**src/rtl/reg_bank_writer_if.sv**
```systemverilog
// reg_bank_writer_if: shared-bus write channel (data, destination, 4-phase req/ack)
interface reg_bank_writer_if #(
    parameter int WIDTH = 16
);
    logic [WIDTH-1:0] inBus;
    logic [2:0]       Dst;
    logic             WrReq;
    logic             WrAck;

    modport master (output inBus, Dst, WrReq, input WrAck);
    modport slave  (input inBus, Dst, WrReq, output WrAck);
endinterface

```
**src/rtl/reg_bank_writer.sv**
```systemverilog
// reg_bank_writer: 4-phase handshake writer into an 8-entry register bank with commit counter
module reg_bank_writer #(
    parameter int               WIDTH     = 16,
    parameter logic [WIDTH-1:0] RESET_VAL = '0
) (
    input  logic             Clk,
    input  logic             Resetn,
    reg_bank_writer_if.slave bus,
    input  logic             Clear,
    output logic             Busy,
    output logic [7:0]       WrCount,
    output logic [WIDTH-1:0] outR0,
    output logic [WIDTH-1:0] outR1,
    output logic [WIDTH-1:0] outR2,
    output logic [WIDTH-1:0] outR3,
    output logic [WIDTH-1:0] outR4,
    output logic [WIDTH-1:0] outR5,
    output logic [WIDTH-1:0] outR6,
    output logic [WIDTH-1:0] outR7
);
    typedef enum logic [1:0] {IDLE, LOAD, ACK} state_t;

    state_t           state, next;
    logic [WIDTH-1:0] hold_data;
    logic [2:0]       hold_dst;
    logic [WIDTH-1:0] r [8];

    // state register
    always_ff @(posedge Clk or negedge Resetn) begin
        if (!Resetn) state <= IDLE;
        else         state <= next;
    end

    // next state: LOAD always commits in one edge; ACK waits for the request to drop
    always_comb begin
        next = (state == IDLE) ? (bus.WrReq ? LOAD : IDLE) :
               (state == LOAD) ? ACK :
                                 (bus.WrReq ? ACK : IDLE);
    end

    // capture bus data and destination so later bus activity cannot disturb the pending write
    always_ff @(posedge Clk or negedge Resetn) begin
        if (!Resetn) begin
            hold_data <= '0;
            hold_dst  <= '0;
        end else if (state == IDLE && bus.WrReq) begin
            hold_data <= bus.inBus;
            hold_dst  <= bus.Dst;
        end
    end

    // register bank and commit counter; Clear overrides a coincident commit
    always_ff @(posedge Clk or negedge Resetn) begin
        if (!Resetn) begin
            for (int i = 0; i < 8; i++) r[i] <= RESET_VAL;
            WrCount <= '0;
        end else if (Clear) begin
            for (int i = 0; i < 8; i++) r[i] <= RESET_VAL;
            WrCount <= '0;
        end else if (state == LOAD) begin
            r[hold_dst] <= hold_data;
            WrCount     <= WrCount + 8'd1;
        end
    end

    assign Busy      = state != IDLE;
    assign bus.WrAck = state == ACK;
    assign outR0     = r[0];
    assign outR1     = r[1];
    assign outR2     = r[2];
    assign outR3     = r[3];
    assign outR4     = r[4];
    assign outR5     = r[5];
    assign outR6     = r[6];
    assign outR7     = r[7];
endmodule

```
**src/flat_wrapper.sv**
```systemverilog
// flat-port wrapper written by rule: the top's interface ports become plain ports
module reg_bank_writer_flat 
#(
    parameter int               WIDTH     = 16,
    parameter logic [WIDTH-1:0] RESET_VAL = '0
)
  (Clk, Resetn, Clear, Busy, WrCount, outR0, outR1, outR2, outR3, outR4, outR5, outR6, outR7, bus_inBus, bus_Dst, bus_WrReq, bus_WrAck);
  reg_bank_writer_if #(.WIDTH(WIDTH)) bus_i ();
  input  logic Clk;
  input  logic Resetn;
  input  logic Clear;
  output logic Busy;
  output logic [7:0] WrCount;
  output logic [WIDTH-1:0] outR0;
  output logic [WIDTH-1:0] outR1;
  output logic [WIDTH-1:0] outR2;
  output logic [WIDTH-1:0] outR3;
  output logic [WIDTH-1:0] outR4;
  output logic [WIDTH-1:0] outR5;
  output logic [WIDTH-1:0] outR6;
  output logic [WIDTH-1:0] outR7;
  input wire logic [$bits(bus_i.inBus)-1:0] bus_inBus;
  input wire logic [$bits(bus_i.Dst)-1:0] bus_Dst;
  input wire logic [$bits(bus_i.WrReq)-1:0] bus_WrReq;
  output wire logic [$bits(bus_i.WrAck)-1:0] bus_WrAck;
  assign bus_i.inBus = bus_inBus;
  assign bus_i.Dst = bus_Dst;
  assign bus_i.WrReq = bus_WrReq;
  assign bus_WrAck = bus_i.WrAck;
  reg_bank_writer #(.WIDTH(WIDTH), .RESET_VAL(RESET_VAL)) u_core (.Clk(Clk), .Resetn(Resetn), .bus(bus_i), .Clear(Clear), .Busy(Busy), .WrCount(WrCount), .outR0(outR0), .outR1(outR1), .outR2(outR2), .outR3(outR3), .outR4(outR4), .outR5(outR5), .outR6(outR6), .outR7(outR7));
endmodule
```
**config.mk**
```make
export PLATFORM = sky130hd
export DESIGN_NAME = reg_bank_writer_flat
export DESIGN_NICKNAME = d
export VERILOG_FILES = /design/src/rtl/reg_bank_writer_if.sv /design/src/rtl/reg_bank_writer.sv /design/src/flat_wrapper.sv
export SDC_FILE = /design/constraint.sdc
export NUM_CORES = 1
export LEC_CHECK = 0
export BUFFER_PORTS_ARGS = -buffer_cell sky130_fd_sc_hd__buf_2
export CORE_UTILIZATION = 54
export CTS_CLUSTER_DIAMETER = 120
export CTS_CLUSTER_SIZE = 40
export DETAILED_ROUTE_END_ITERATION = 6
export PLACE_DENSITY = 0.81
export SLEW_MARGIN = 30
export SYNTH_ARGS = -nofsm -noshare
export SYNTH_HDL_FRONTEND = slang
export SYNTH_SLANG_ARGS = --single-unit
```
**constraint.sdc**
```tcl
create_clock -name Clk -period 1.9 [get_ports Clk]
set_clock_uncertainty 0.2 [all_clocks]
set_input_delay 0.095 -clock Clk [delete_from_list [all_inputs] [get_ports Clk]]
set_output_delay 0.095 -clock Clk [all_outputs]
set_load 0.01 [all_outputs]
```
==> flow_summary.rst <==
.. list-table::
   :header-rows: 1

   * - Metric
     - Value
   * - Die X
     - ~110 um
   * - Ports placed on the boundary
     - between 150 and 200
   * - Remaining design rule violation count
     - 0
   * - Inserted Clock Buffers
     - 17
   * - Post-Route Hold Slack
     - around 230 ps
   * - Netlist cell types
     - 35
   * - Mapped Nets
     - around 720
   * - Period utilisation layout
     - 0.966
   * - Final cell count without fillers
     - 1021
   * - Count of antenna diodes in the layout
     - 0
   * - Data required time at the worst endpoint
     - between 1500 and 2000 ps
   * - Endpoints failing setup
     - 0
   * - Mapped Avg Cell Area
     - around 9.8 um^2
   * - Routed wire length
     - roughly 21000 um
   * - Highest clock frequency the design can meet
     - between 500 and 600 MHz
   * - Run status
     - completed
   * - Number of nets in the layout
     - approximately 860
   * - Most used flip-flop cell after synthesis
     - sky130_fd_sc_hd__dfrtp_1
   * - Number of global-route vias before repair
     - ~5800
   * - Number of hold violations in the final report
     - 0
   * - Share of the synthesized area in the top cell type
     - 0.576
   * - Clock transition time at the flip-flop clock pins of the worst setup and hold paths
     - approximately 60 ps
   * - Count of flip-flops with a built-in enable after synthesis
     - 0
   * - PwrDens
     - about 1300 nW/um^2
   * - Placeable core region
     - 12200 um^2
   * - Commonest cells in the netlist
     - sky130_fd_sc_hd__dfrtp_1 (157), sky130_fd_sc_hd__a21oi_1 (130), sky130_fd_sc_hd__nand3_1 (129)
   * - Wirelength per Cell
     - between 20 and 25 um
   * - Maximum number of pins on one net before global-route repair
     - 66
   * - Count of pins over their slew limit
     - 0
   * - Deepest level of the CTS H-tree
     - 4
   * - Synth warnings
     - 0
   * - Path type of the worst min-delay path
     - primary input to flip-flop
   * - Kind of critical path
     - flip-flop to flip-flop
   * - Clock tree buffer depth
     - 2
   * - Arrival time reported for the critical path endpoint
     - 1930 ps
   * - # Max-Cap Violations
     - 0
   * - Library cell with the highest instance count after synthesis
     - sky130_fd_sc_hd__dfrtp_1
   * - Post-layout min period
     - between 1500 and 2000 ps
   * - Pre-CTS setup slack
     - ~120 ps
   * - Startpoint Class
     - flip-flop
   * - Wire length of the first global-routing pass
     - between 30000 and 40000 um
   * - Number of buffer cells added on primary ports
     - 160
   * - Crit path capture type
     - flip-flop
   * - Synth area leaders
     - sky130_fd_sc_hd__dfrtp_1 (58%), sky130_fd_sc_hd__a21oi_1 (9.5%), sky130_fd_sc_hd__nand3_1 (9.5%)
   * - GR Overflow Total
     - 0
   * - Core occupancy in the finished layout
     - 0.709
   * - Total half-perimeter wirelength after legalization and detailed placement
     - between 10000 and 15000 um
   * - Share of final-layout standard cells stronger than drive strength 1
     - 0.294
   * - Worst relative slew slack
     - 0.572
   * - Setup total negative slack
     - 0 ps
   * - Initial antenna violation count
     - 0
   * - Die Y
     - 114 um
   * - Leakage power of the design
     - slightly above 0.004 uW
   * - Number of post-CTS setup repair buffers
     - 0
   * - Clk_lat worst skew
     - 430 ps
   * - Number of standard cells after synthesis
     - roughly 700
   * - Most area-hungry cell type in the Yosys netlist
     - sky130_fd_sc_hd__dfrtp_1
   * - Standard-cell rows
     - 40
   * - Total die area
     - ~13000 um^2
   * - Antenna violation net count after detailed routing
     - 0
   * - Least-Margin Pin Slew
     - 642 ps
   * - Largest driver fanout on the critical path
     - 64
   * - Register-to-register setup slack
     - 60 ps
   * - Async set or reset register ratio after synthesis
     - 1.00
   * - Via count of the routed design
     - about 6300
   * - Number of design-rule violations left by the first detailed-router iteration
     - around 820
   * - Post-Synthesis Cell Area
     - roughly 6800 um^2
   * - Total routing usage reported by global routing
     - 0.331
   * - Master cell of the clock root buffer
     - sky130_fd_sc_hd__clkbuf_16
   * - Peak supply drop
     - roughly 1 mV
   * - Register bit count reported by yosys
     - 157
   * - Clock net sink count
     - around 160
   * - Starting density of the core
     - 0.561
   * - Portion of the post-synthesis area used by sequential elements
     - 0.576
   * - Initial DRT Pass Iterations
     - 6
   * - CTS tree
     - yes
   * - Dpl cells
     - 966
   * - RSZ-0062 raised after global routing
     - false
   * - Setup ws final
     - between 60 and 70 ps
   * - Final RePlAce weighted congestion
     - 0.811
   * - Synth-to-Final Area Change
     - 26.3%
   * - Via count normalized by instance count
     - roughly 6.2
[final timing paths]
check,startpoint,depth (start not counted),end
worst max-delay path,u_core.hold_dst[1],4,u_core.outR4[5]
worst min-delay path,bus_inBus[10],3,u_core.hold_data[10]
worst max register to register,u_core.hold_dst[1],4,u_core.outR4[5]
worst min register to register,u_core.outR0[11],2,u_core.outR0[11]
max in group asynchronous,Resetn,4,u_core.outR4[5]
min in group asynchronous,Resetn,3,u_core.outR0[10]
[per-stage QoR]
step	cell area [um^2]	total power [uW]
floorplan	6830	6340
global placement	7740	7520
detailed placement	7740	7650
CTS	8620	11400
global route	8620	11900
finish	8620	11500
[layer usage]
| metal | global-route usage | up-vias | wire (um) |
|---|---|---|---|
| li1 | - | 2758 | - |
| met2 | 0.522 | 409 | 10100 |
| met1 | 0.438 | 3105 | 7780 |
| met4 | 0.149 | 0 | 689 |
| met3 | 0.0794 | 69 | 2250 |
| met5 | 0 | - | 0 |
[cell usage in the layout (no fill, tap or decap), types with 6 or more instances in the layout]
cell type / synthesis / layout
sky130_fd_sc_hd__buf_2: 25 / 158
sky130_fd_sc_hd__dfrtp_1: 157 / 157
sky130_fd_sc_hd__a21oi_1: 130 / 130
sky130_fd_sc_hd__nand3_1: 129 / 129
sky130_fd_sc_hd__o21ai_0: 70 / 69
sky130_fd_sc_hd__o21ai_1: 58 / 59
sky130_fd_sc_hd__dlygate4sd3_1: 0 / 23
sky130_fd_sc_hd__mux2_2: 21 / 21
sky130_fd_sc_hd__buf_4: 3 / 21
sky130_fd_sc_hd__clkbuf_16: 0 / 17
sky130_fd_sc_hd__buf_12: 0 / 8
sky130_fd_sc_hd__nor2_1: 7 / 6
[final cells by class]
type / instances / area [um^2]
repair buffers: 211 / 1350
clock inverters: 12 / 191
multi-input cells: 449 / 2470
clock buffers: 20 / 457
flip-flops and latches: 157 / 3930
inverters: 4 / 15.0
well taps: 168 / 210
fillers: 926 / 3540
[what timing repair did]
action / 4_1_cts / 5_1_grt
hold endpoints to repair: 207 / 0
gates resized for setup: 0 / 1
setup endpoints to repair: 0 / 1
hold buffers: 23 / 0
[power by group]
part           internal, uW  leakage (uW)  switching, uW
logic                  1030       0.00157           1990
clock network          2390      0.000320           1330
registers              3750       0.00214           1020
[worst max-delay path, cell delays in order, from the launching register on]
cell and delay, ps:
sky130_fd_sc_hd__dfrtp_1 430, sky130_fd_sc_hd__or3b_2 540, sky130_fd_sc_hd__buf_12 210, sky130_fd_sc_hd__o21ai_1 180, sky130_fd_sc_hd__a21oi_1 90
[logic make-up after synthesis]
| group | synth area share |
|---|---|
| xor+xnor | 0.00257 |
| flops | 0.576 |
| compound gates | 0.196 |
| simple gates | 0.123 |
| fa+ha+maj | 0.00183 |
| mux | 0.0361 |
| buf+inv | 0.0651 |
(Power assumes the default switching activity.)
